--- config.mk ---
export PLATFORM = sky130hd
export DESIGN_NAME = a2d_chan_seq
export DESIGN_NICKNAME = d
export VERILOG_FILES = /design/src/rtl/seg_pkg.sv /design/src/rtl/iir_shift_filt.sv /design/src/rtl/a2d_chan_seq.sv
export SDC_FILE = /design/constraint.sdc
export NUM_CORES = 1
export LEC_CHECK = 0
export CAP_MARGIN = 20
export CORE_MARGIN = 2
export CORE_UTILIZATION = 40
export CTS_BUF_LIST = sky130_fd_sc_hd__clkbuf_4
export DETAILED_ROUTE_END_ITERATION = 12
export HOLD_SLACK_MARGIN = 0.1
export MAX_ROUTING_LAYER = met4
export PLACE_DENSITY = 0.78
export SETUP_SLACK_MARGIN = 0.5
export SYNTH_ARGS = -nofsm -noshare
export SYNTH_HDL_FRONTEND = slang
export SYNTH_SLANG_ARGS = --single-unit
--- constraint.sdc ---
create_clock -name clk_i -period 4.01 [get_ports clk_i]
set_clock_uncertainty 0.15 [all_clocks]
set_input_delay 0.6015 -clock clk_i [delete_from_list [all_inputs] [get_ports clk_i]]
set_output_delay 0.6015 -clock clk_i [all_outputs]
set_load 0.01 [all_outputs]
--- src/rtl/seg_pkg.sv ---
// ---------------------------------------------------------------------------
// seg_pkg
// Shared definitions for the Segway A2D sweep sequencer.
//   a2d_state_t      : sweep FSM state encoding
//   A2D_CMD_CH_LSB   : bit position of the 3-bit channel address in an SPI command
//   DEFAULT_CH_MAP   : default packed channel-address table (3 bits per index)
//   BATT_LOW_THRESH  : level below which the monitored channel reads "low"
//   BATT_HIGH_THRESH : level at or above which the low flag is released
//   a2d_cmd()        : builds the 16-bit conversion command for one channel
// ---------------------------------------------------------------------------
package seg_pkg;

   typedef enum logic [2:0] {
      A2D_IDLE,
      A2D_CONV,
      A2D_WAIT_C,
      A2D_GAP,
      A2D_READ,
      A2D_WAIT_R,
      A2D_NEXT
   } a2d_state_t;

   localparam int          A2D_CMD_CH_LSB   = 11;
   localparam logic [23:0] DEFAULT_CH_MAP   = 24'h000543;
   localparam logic [11:0] BATT_LOW_THRESH  = 12'h800;
   localparam logic [11:0] BATT_HIGH_THRESH = 12'h840;

   // Command word is {2'b00, channel, 11'h000}
   function automatic logic [15:0] a2d_cmd(input logic [2:0] ch);
      return 16'(ch) << A2D_CMD_CH_LSB;
   endfunction

endpackage

--- src/rtl/iir_shift_filt.sv ---
// ---------------------------------------------------------------------------
// iir_shift_filt
// Combinational single-pole IIR update, shared by all channels of a sweep.
//   y_i      : previous filtered value
//   s_i      : new raw sample
//   seeded_i : 0 = first sweep after reset, pass the raw sample through
//   y_o      : updated filtered value, y + ((s - y) >>> AVG_LOG2)
// ---------------------------------------------------------------------------
module iir_shift_filt #(
   parameter int DW       = 12,
   parameter int AVG_LOG2 = 0
) (
   input  logic [DW-1:0] y_i,
   input  logic [DW-1:0] s_i,
   input  logic          seeded_i,
   output logic [DW-1:0] y_o
);

   logic signed [DW:0] diff;
   logic signed [DW:0] step;
   logic signed [DW:0] sum;

   // The arithmetic shift rounds toward minus infinity, so the step never
   // overshoots the sample in either direction; y + step therefore always
   // lands between y and s and cannot wrap at 0 or at all-ones.
   always_comb begin
      diff = $signed({1'b0, s_i}) - $signed({1'b0, y_i});
      step = diff >>> AVG_LOG2;
      sum  = $signed({1'b0, y_i}) + step;
      if (seeded_i) begin
         y_o = DW'(sum);
      end else begin
         y_o = s_i;
      end
   end

endmodule

--- src/rtl/a2d_chan_seq.sv ---
// ---------------------------------------------------------------------------
// a2d_chan_seq
// Sweeps NUM_CH A2D channels through the SPI master on every nxt pulse,
// IIR-filters each result and keeps a hysteretic low flag on one channel.
//   clk_i       : system clock
//   rst_i       : synchronous active-high reset
//   nxt_i       : start-of-sweep pulse
//   wrt_o       : one-cycle start pulse to the SPI master
//   cmd_o       : SPI command word
//   done_i      : SPI transaction complete pulse
//   rd_data_i   : SPI returned word (valid with done_i)
//   rslt_o      : filtered results, channel i at [DW*i +: DW]
//   rslt_vld_o  : one-cycle pulse, sweep finished and rslt_o updated
//   busy_o      : sweep in progress (through the rslt_vld_o cycle)
//   ovrn_o      : nxt_i arrived while busy and was dropped
//   mon_low_o   : hysteretic low flag on channel MON_CH
// ---------------------------------------------------------------------------
module a2d_chan_seq
   import seg_pkg::*;
#(
   parameter int            NUM_CH    = 4,
   parameter int            DW        = 12,
   parameter logic [23:0]   CH_MAP    = DEFAULT_CH_MAP,
   parameter int            AVG_LOG2  = 0,
   parameter int            MON_CH    = 2,
   parameter logic [DW-1:0] LO_THRESH = DW'(BATT_LOW_THRESH),
   parameter logic [DW-1:0] HI_THRESH = DW'(BATT_HIGH_THRESH)
) (
   input  logic                 clk_i,
   input  logic                 rst_i,
   input  logic                 nxt_i,
   output logic                 wrt_o,
   output logic [15:0]          cmd_o,
   input  logic                 done_i,
   input  logic [15:0]          rd_data_i,
   output logic [NUM_CH*DW-1:0] rslt_o,
   output logic                 rslt_vld_o,
   output logic                 busy_o,
   output logic                 ovrn_o,
   output logic                 mon_low_o
);

   localparam int IW = (NUM_CH > 1) ? $clog2(NUM_CH) : 1;

   a2d_state_t           state_q,   state_d;
   logic [IW-1:0]        idx_q,     idx_d;
   logic                 wrt_q,     wrt_d;
   logic [15:0]          cmd_q,     cmd_d;
   logic [NUM_CH*DW-1:0] rslt_q,    rslt_d;
   logic                 rsltVld_q, rsltVld_d;
   logic                 busy_q,    busy_d;
   logic                 monLow_q,  monLow_d;
   logic                 seeded_q,  seeded_d;
   logic [DW-1:0]        samp_q,    samp_d;
   logic [DW-1:0]        filtY;
   logic [DW-1:0]        monVal;

   function automatic logic [15:0] chanCmd(input logic [IW-1:0] idx);
      logic [2:0] addr;
      addr = CH_MAP[3*int'(idx) +: 3];
      return a2d_cmd(addr);
   endfunction

   iir_shift_filt #(
      .DW       (DW),
      .AVG_LOG2 (AVG_LOG2)
   ) uFilt (
      .y_i      (rslt_q[int'(idx_q)*DW +: DW]),
      .s_i      (samp_q),
      .seeded_i (seeded_q),
      .y_o      (filtY)
   );

   assign monVal = rslt_q[MON_CH*DW +: DW];

   // Next-state logic. wrt/cmd are registered and loaded on entry to
   // CONV/READ so the pulse lines up exactly with those states. The low flag
   // and the seeded marker are settled in the rslt_vld cycle, when rslt_q
   // already holds the finished sweep.
   always_comb begin
      state_d   = state_q;
      idx_d     = idx_q;
      wrt_d     = 1'b0;
      cmd_d     = cmd_q;
      rslt_d    = rslt_q;
      rsltVld_d = 1'b0;
      busy_d    = busy_q;
      monLow_d  = monLow_q;
      seeded_d  = seeded_q;
      samp_d    = samp_q;
      case (state_q)
         A2D_IDLE: begin
            if (rsltVld_q) begin
               busy_d   = 1'b0;
               seeded_d = 1'b1;
               if (monVal < LO_THRESH) begin
                  monLow_d = 1'b1;
               end else if (monVal >= HI_THRESH) begin
                  monLow_d = 1'b0;
               end
            end
            if (nxt_i && !busy_q) begin
               state_d = A2D_CONV;
               idx_d   = '0;
               busy_d  = 1'b1;
               wrt_d   = 1'b1;
               cmd_d   = chanCmd('0);
            end
         end
         A2D_CONV: begin
            state_d = A2D_WAIT_C;
         end
         A2D_WAIT_C: begin
            if (done_i) begin
               state_d = A2D_GAP;
            end
         end
         A2D_GAP: begin
            state_d = A2D_READ;
            wrt_d   = 1'b1;
         end
         A2D_READ: begin
            state_d = A2D_WAIT_R;
         end
         A2D_WAIT_R: begin
            if (done_i) begin
               samp_d  = DW'(rd_data_i);
               state_d = A2D_NEXT;
            end
         end
         A2D_NEXT: begin
            rslt_d[int'(idx_q)*DW +: DW] = filtY;
            if (idx_q == IW'(NUM_CH-1)) begin
               state_d   = A2D_IDLE;
               rsltVld_d = 1'b1;
            end else begin
               idx_d   = idx_q + 1'b1;
               state_d = A2D_CONV;
               wrt_d   = 1'b1;
               cmd_d   = chanCmd(idx_q + 1'b1);
            end
         end
         default: begin
            state_d = A2D_IDLE;
         end
      endcase
   end

   // State register; reset discards any partial sweep and forces re-seeding
   always_ff @(posedge clk_i) begin
      if (rst_i) begin
         state_q   <= A2D_IDLE;
         idx_q     <= '0;
         wrt_q     <= 1'b0;
         cmd_q     <= '0;
         rslt_q    <= '0;
         rsltVld_q <= 1'b0;
         busy_q    <= 1'b0;
         monLow_q  <= 1'b0;
         seeded_q  <= 1'b0;
         samp_q    <= '0;
      end else begin
         state_q   <= state_d;
         idx_q     <= idx_d;
         wrt_q     <= wrt_d;
         cmd_q     <= cmd_d;
         rslt_q    <= rslt_d;
         rsltVld_q <= rsltVld_d;
         busy_q    <= busy_d;
         monLow_q  <= monLow_d;
         seeded_q  <= seeded_d;
         samp_q    <= samp_d;
      end
   end

   assign wrt_o      = wrt_q;
   assign cmd_o      = cmd_q;
   assign rslt_o     = rslt_q;
   assign rslt_vld_o = rsltVld_q;
   assign busy_o     = busy_q;
   assign mon_low_o  = monLow_q;
   assign ovrn_o     = nxt_i & busy_q;

endmodule

# == Yosys cells after proc, flatten, opt, wreduce, memory -nomap -nowiden ==
# Index checks and enable logic that the tools add are counted.
# op_classes
n_reduce_logical,13
add_sub_neg,4
eq_ne,11
n_shift,4
n_mux,21
magnitude_cmp,2
n_mul,2
bitwise_logic,2
# op_table
operator,n
bitwise mux 48 bit,1
"variable shift 12 x 33 -> 48 bit, first input constant",1
variable part select 12 x 33 -> 48 bit,1
variable part select 48 x 32 -> 12 bit,1
negator 6 -> 33 bit,1
2-to-1 mux 16 bit,2
one-hot mux 16 bit (2 select lines),1
"variable part select 24 x 5 -> 3 bit, first input constant",1
one-hot mux 3 bit (7 select lines),1
adder 12 bit,1
">= comparator 12 bit, second input constant",1
"< comparator 12 bit, second input constant",1
2-to-1 mux 12 bit,1
subtractor 12 bit,1
"== test 3 bit, second input constant",3
2-to-1 mux 3 bit,3
AND reduction 3 bit,3
2-to-1 mux 1 bit,8
"inequality test 2 bit, second input constant",4
"== test 3 x 2 -> 1 bit, second input constant",2
AND reduction 2 bit,3
nonzero test 2 bit,3
"multiplier 2 x 2 -> 4 bit, first input constant",1
"multiplier 2 x 2 -> 4 bit, second input constant",1
other kinds (12),13
# totals
ff_bits,86
elab_cells,69
in_bits,20

# == Longest topological paths before layout ==
# logic_depth
ltp_word,7
depth_mapped,11

# == By module ==
# Synthesis repeated with hierarchy kept, for this count alone.
# hier_totals
hier_cells,545
hier_area_um2,4635.7
# by_module_without_submodules
module,instances,seq_area_each_um2,area_each_um2,cells_each
a2d_chan_seq,1,1461.4,3897.5,433
iir_shift_filt,1,0.0,738.2,112

# == Worst setup path after synthesis ==
# OpenSTA, ideal clock, no wires.
# synth_timing
kind,flip-flop to flip-flop
startpoint,register samp_q[1]
endpoint,"register rslt_q[38], in the netlist rslt_o[38]"
t_required_ns,3.728
arrival_ns,2.374
setup_slack_ns,1.355
n_path_buf,1
path_stages_with_launch,11
setup_time_ns,0.132
path_cell_list,dfxtp_1 > clkbuf_1 > inv_1 > ha_1 > or2_2 > a21oi_1 > o21a_1 > o21a_1 > o211ai_1 > a221oi_1 > nor3_1
# synth_between
elab_chain_cells,5
# synth_lines
item,line_no,rtl
start: declaration,a2d_chan_seq.sv:54,"logic [DW-1:0] samp_q, samp_d;"
start signal: assignment,a2d_chan_seq.sv:172,samp_q <= samp_d;
subtractor 12 bit,iir_shift_filt.sv:27,"diff = $signed({1'b0, s_i}) - $signed({1'b0, y_i});"
adder 12 bit,iir_shift_filt.sv:29,"sum = $signed({1'b0, y_i}) + step;"
2-to-1 mux 12 bit (*),iir_shift_filt.sv:30,if (seeded_i) begin
variable part select 12 x 33 -> 48 bit (*),a2d_chan_seq.sv:132,rslt_d[int'(idx_q)*DW +: DW] = filtY;
bitwise mux 48 bit (*),a2d_chan_seq.sv:132,
end signal: assignment,a2d_chan_seq.sv:167,rslt_q <= rslt_d;
end: declaration,a2d_chan_seq.sv:49,"logic [NUM_CH*DW-1:0] rslt_q, rslt_d;"
# Every way passes the cells marked *; elsewhere a longest branch is shown, timed or not.
# A chain may end at the register's enable or synchronous reset.

# == Worst setup path after layout ==
# layout_timing
startpoint,register samp_q[1]
endpoint,"register rslt_q[10], in the netlist rslt_o[10]"
# The elaborated chain is that of the path after synthesis.

==> metrics.txt <==
Crit path top cell by count nor3_1; average wire per standard cell 15.5 um; crit-path cells inv_1 > ha_1 > or2_2 > a21oi_1 > o21a_1 > nor3_1 > o31ai_1 > a221oi_1 > nor3_1; crit path max fanout 12; Post-Syn Area per Cell 7.96 sq um; Resize count post-CTS 0; Initial Utilization 40.9%; Reg2Reg Depth 9; Clock Latency Late Sink 450 ps; Max-Cap Viols 0; HP Start rslt_o[23]; critical path class flop to flop; Final period util 79.5%; WHS Path Cells 2; Worst setup SP type flop; Primary FF master, synth dfxtp_1; setup ws final 822 ps; cell area after layout 0.00482 sq mm; maximum root-to-sink buffer count 2; commonest non-fill, non-tap cell in the layout dfxtp_1; CTS H-tree lvls 3; synth warn 0; EDFF count, synth 0; final net count 587; R2R setup slack 820 ps; #FFs+latches synth 73; met3 usage 5.85%; largest net degree at the start of global routing 64; CTS tree yes; Setup Fix Bufs, Post-CTS 0; Static Leak 1.64 nW; remaining global-route overflow 0; CP max-delay cell dfxtp_1; FMAX 0.314 GHz; critical path capture point type flop; Num CTS Buffers 9; CP arrival 3420 ps; Least-Margin Pin Slew 969 ps; Post-Syn Area 0.00396 sq mm; CTS root buf clkbuf_4; reg-to-reg endpoint rslt_o[10]; total wire length 10,700 um; RSZ-0062 raised after global routing no; DR vias 3,802; Min Hold Slack 312 ps; GPL Wtd Cong 0.956; Final ANT Viol Nets 0; status complete, no violations; cell row count 36; die area 0.0107 sq mm; max-slew violations 0; Pwr Density 267 mW/mm^2; CTS clock-pin slew for the worst setup and hold paths 120 ps; Hold EP rslt_o[23]; Critical Path RT 4250 ps; HP Class flop to flop; total I/O pin count 89; GRT busiest layer met2; worst vdd ir 0.148 mV; core box area 0.00968 sq mm; most frequent cells in the layout 73 x dfxtp_1, 70 x clkdlybuf4s50_1, 62 x nand2_1; Sum Neg Setup Slack 0 ps; drt via density 5.52; 1st-iter DRT viols 276; RR Startpoint samp_q[1]; Crit path largest cell delay 660 ps; CTS Sinks 73; post-synthesis sequential area ratio 36.9%; cts hold-fix bufs 0; IO buf count 71; Post-synth ARST share 0%; Placement Cell Area 0.00467 sq mm; Die H 104 um; relative slew slack 34.8%; Place WS 918 ps; First-pass DRT Iterations 7; met1 Usage GRT 25.6%; Final setup viols 0; Final Hold Fails 0; hpwl dp 7760 um; Layout Utilization 49.7%; area grow syn2layout 21.5%; synthesized instance count 498; met2 usage 32.0%; global-route wire length before repair 17,400 um; Unique masters post-synth 65; ratio of cells with drive above 1 in the final layout 6.67%; All-Layer GR Usage 20.5%; Die X 104 um; Tmin final 3190 ps; vias in the first global route 3,530; # DRC 0; initial antenna violation count 1
[cell type report]
cell class	instances	area, sq um
Timing Repair Buffer	73	733
Multi-Input combinational cell	374	2250
Fill cell	959	4870
Inverter	20	75.1
Clock buffer	9	67.6
Clock inverter	6	60.1
Antenna cell	1	2.50
Sequential cell	73	1460
Tap cell	133	166
[sequential cells by signal, summed over array words and instances, names as in the netlist]
register,flops
wrt_o,1
rslt_vld_o,1
busy_o,1
seeded_q,1
state_q,3
idx_q,2
mon_low_o,1
rslt_o,48
cmd_o,3
samp_q,12
[metal layers]
| metal | vias up | part of all wire [%] |
|---|---|---|
| met5 | - | 0 |
| met4 | 0 | 1.6 |
| met3 | 17 | 6.1 |
| met2 | 149 | 47 |
| met1 | 1770 | 45 |
| li1 | 1866 | - |
[worst max-delay path, delay by kind of cell (launching register included)]
family / cells / cell delay, ps
AOI/OAI and AO/OA: 4 / 1370
adders and majority gates: 1 / 350
buffers and inverters: 1 / 90
DFF: 1 / 660
and+or+nand+nor: 3 / 500
[cell usage after synthesis (3+ instances only)]
cell,instances,area [sq um]
a21oi_1,50,250
nand3_1,9,45.0
a211oi_1,8,60.1
inv_1,18,67.6
nand2_1,62,233
nor3_2,3,30.0
and2_1,3,18.8
a21o_1,5,37.5
nor2b_1,4,25.0
a22o_1,6,52.6
mux2i_1,5,50.1
nor2_1,52,195
xnor2_1,4,35.0
o21ai_0,21,105
a221oi_1,4,35.0
a31oi_1,7,43.8
xor2_1,3,26.3
clkbuf_1,23,86.3
or3_1,5,31.3
buf_4,14,105
o31ai_1,4,30.0
nand3b_1,3,22.5
o21a_1,4,30.0
nor3_1,17,85.1
o2111ai_1,3,26.3
o21bai_1,3,22.5
ha_1,16,200
nor4_1,3,18.8
dfxtp_1,73,1460
o211ai_1,3,22.5
a22oi_1,16,120
buf_2,5,25.0
[how the worst max path moves through the flow]
stage | from | end | slack [ps] | cells past startpoint
after CTS | samp_q[1] | rslt_o[38] | 890 | 9
after global routing | samp_q[1] | rslt_o[10] | 650 | 9
after detailed placement | samp_q[1] | rslt_o[38] | 920 | 9
after global placement | samp_q[1] | rslt_o[38] | 990 | 9
final | samp_q[1] | rslt_o[10] | 820 | 9
after floorplan | samp_q[1] | rslt_o[38] | 1350 | 10
[logic make-up (layout without fill, tap and decap cells)]
group,after synthesis,in the layout,synth area share (%)
flip-flops,73,73,36.9
AO/OA/AOI/OAI,155,155,26.5
AND/OR/NAND/NOR,178,178,21.2
multiplexers,5,5,1.26
other,1,14,0.0946
buffers and inverters,63,108,7.48
adder cells (fa/ha/maj),16,16,5.05
XOR/XNOR,7,7,1.55
[stage by stage]
step	instances	power, W
6_report	689	0.00128
5_1_grt	689	0.00133
4_1_cts	687	0.00129
3_5_place_dp	672	0.000851
3_3_place_gp	672	0.000849
2_1_floorplan	510	0.000824
[report_power, final]
part | internal, W | switching, W | total, W
Sequential | 0.000734 | 0.0000108 | 0.000745
Combinational | 0.0000415 | 0.0000510 | 0.0000925
Clock | 0.000183 | 0.000263 | 0.000447
Total | 0.000959 | 0.000325 | 0.00128
(Power assumes the default switching activity.)
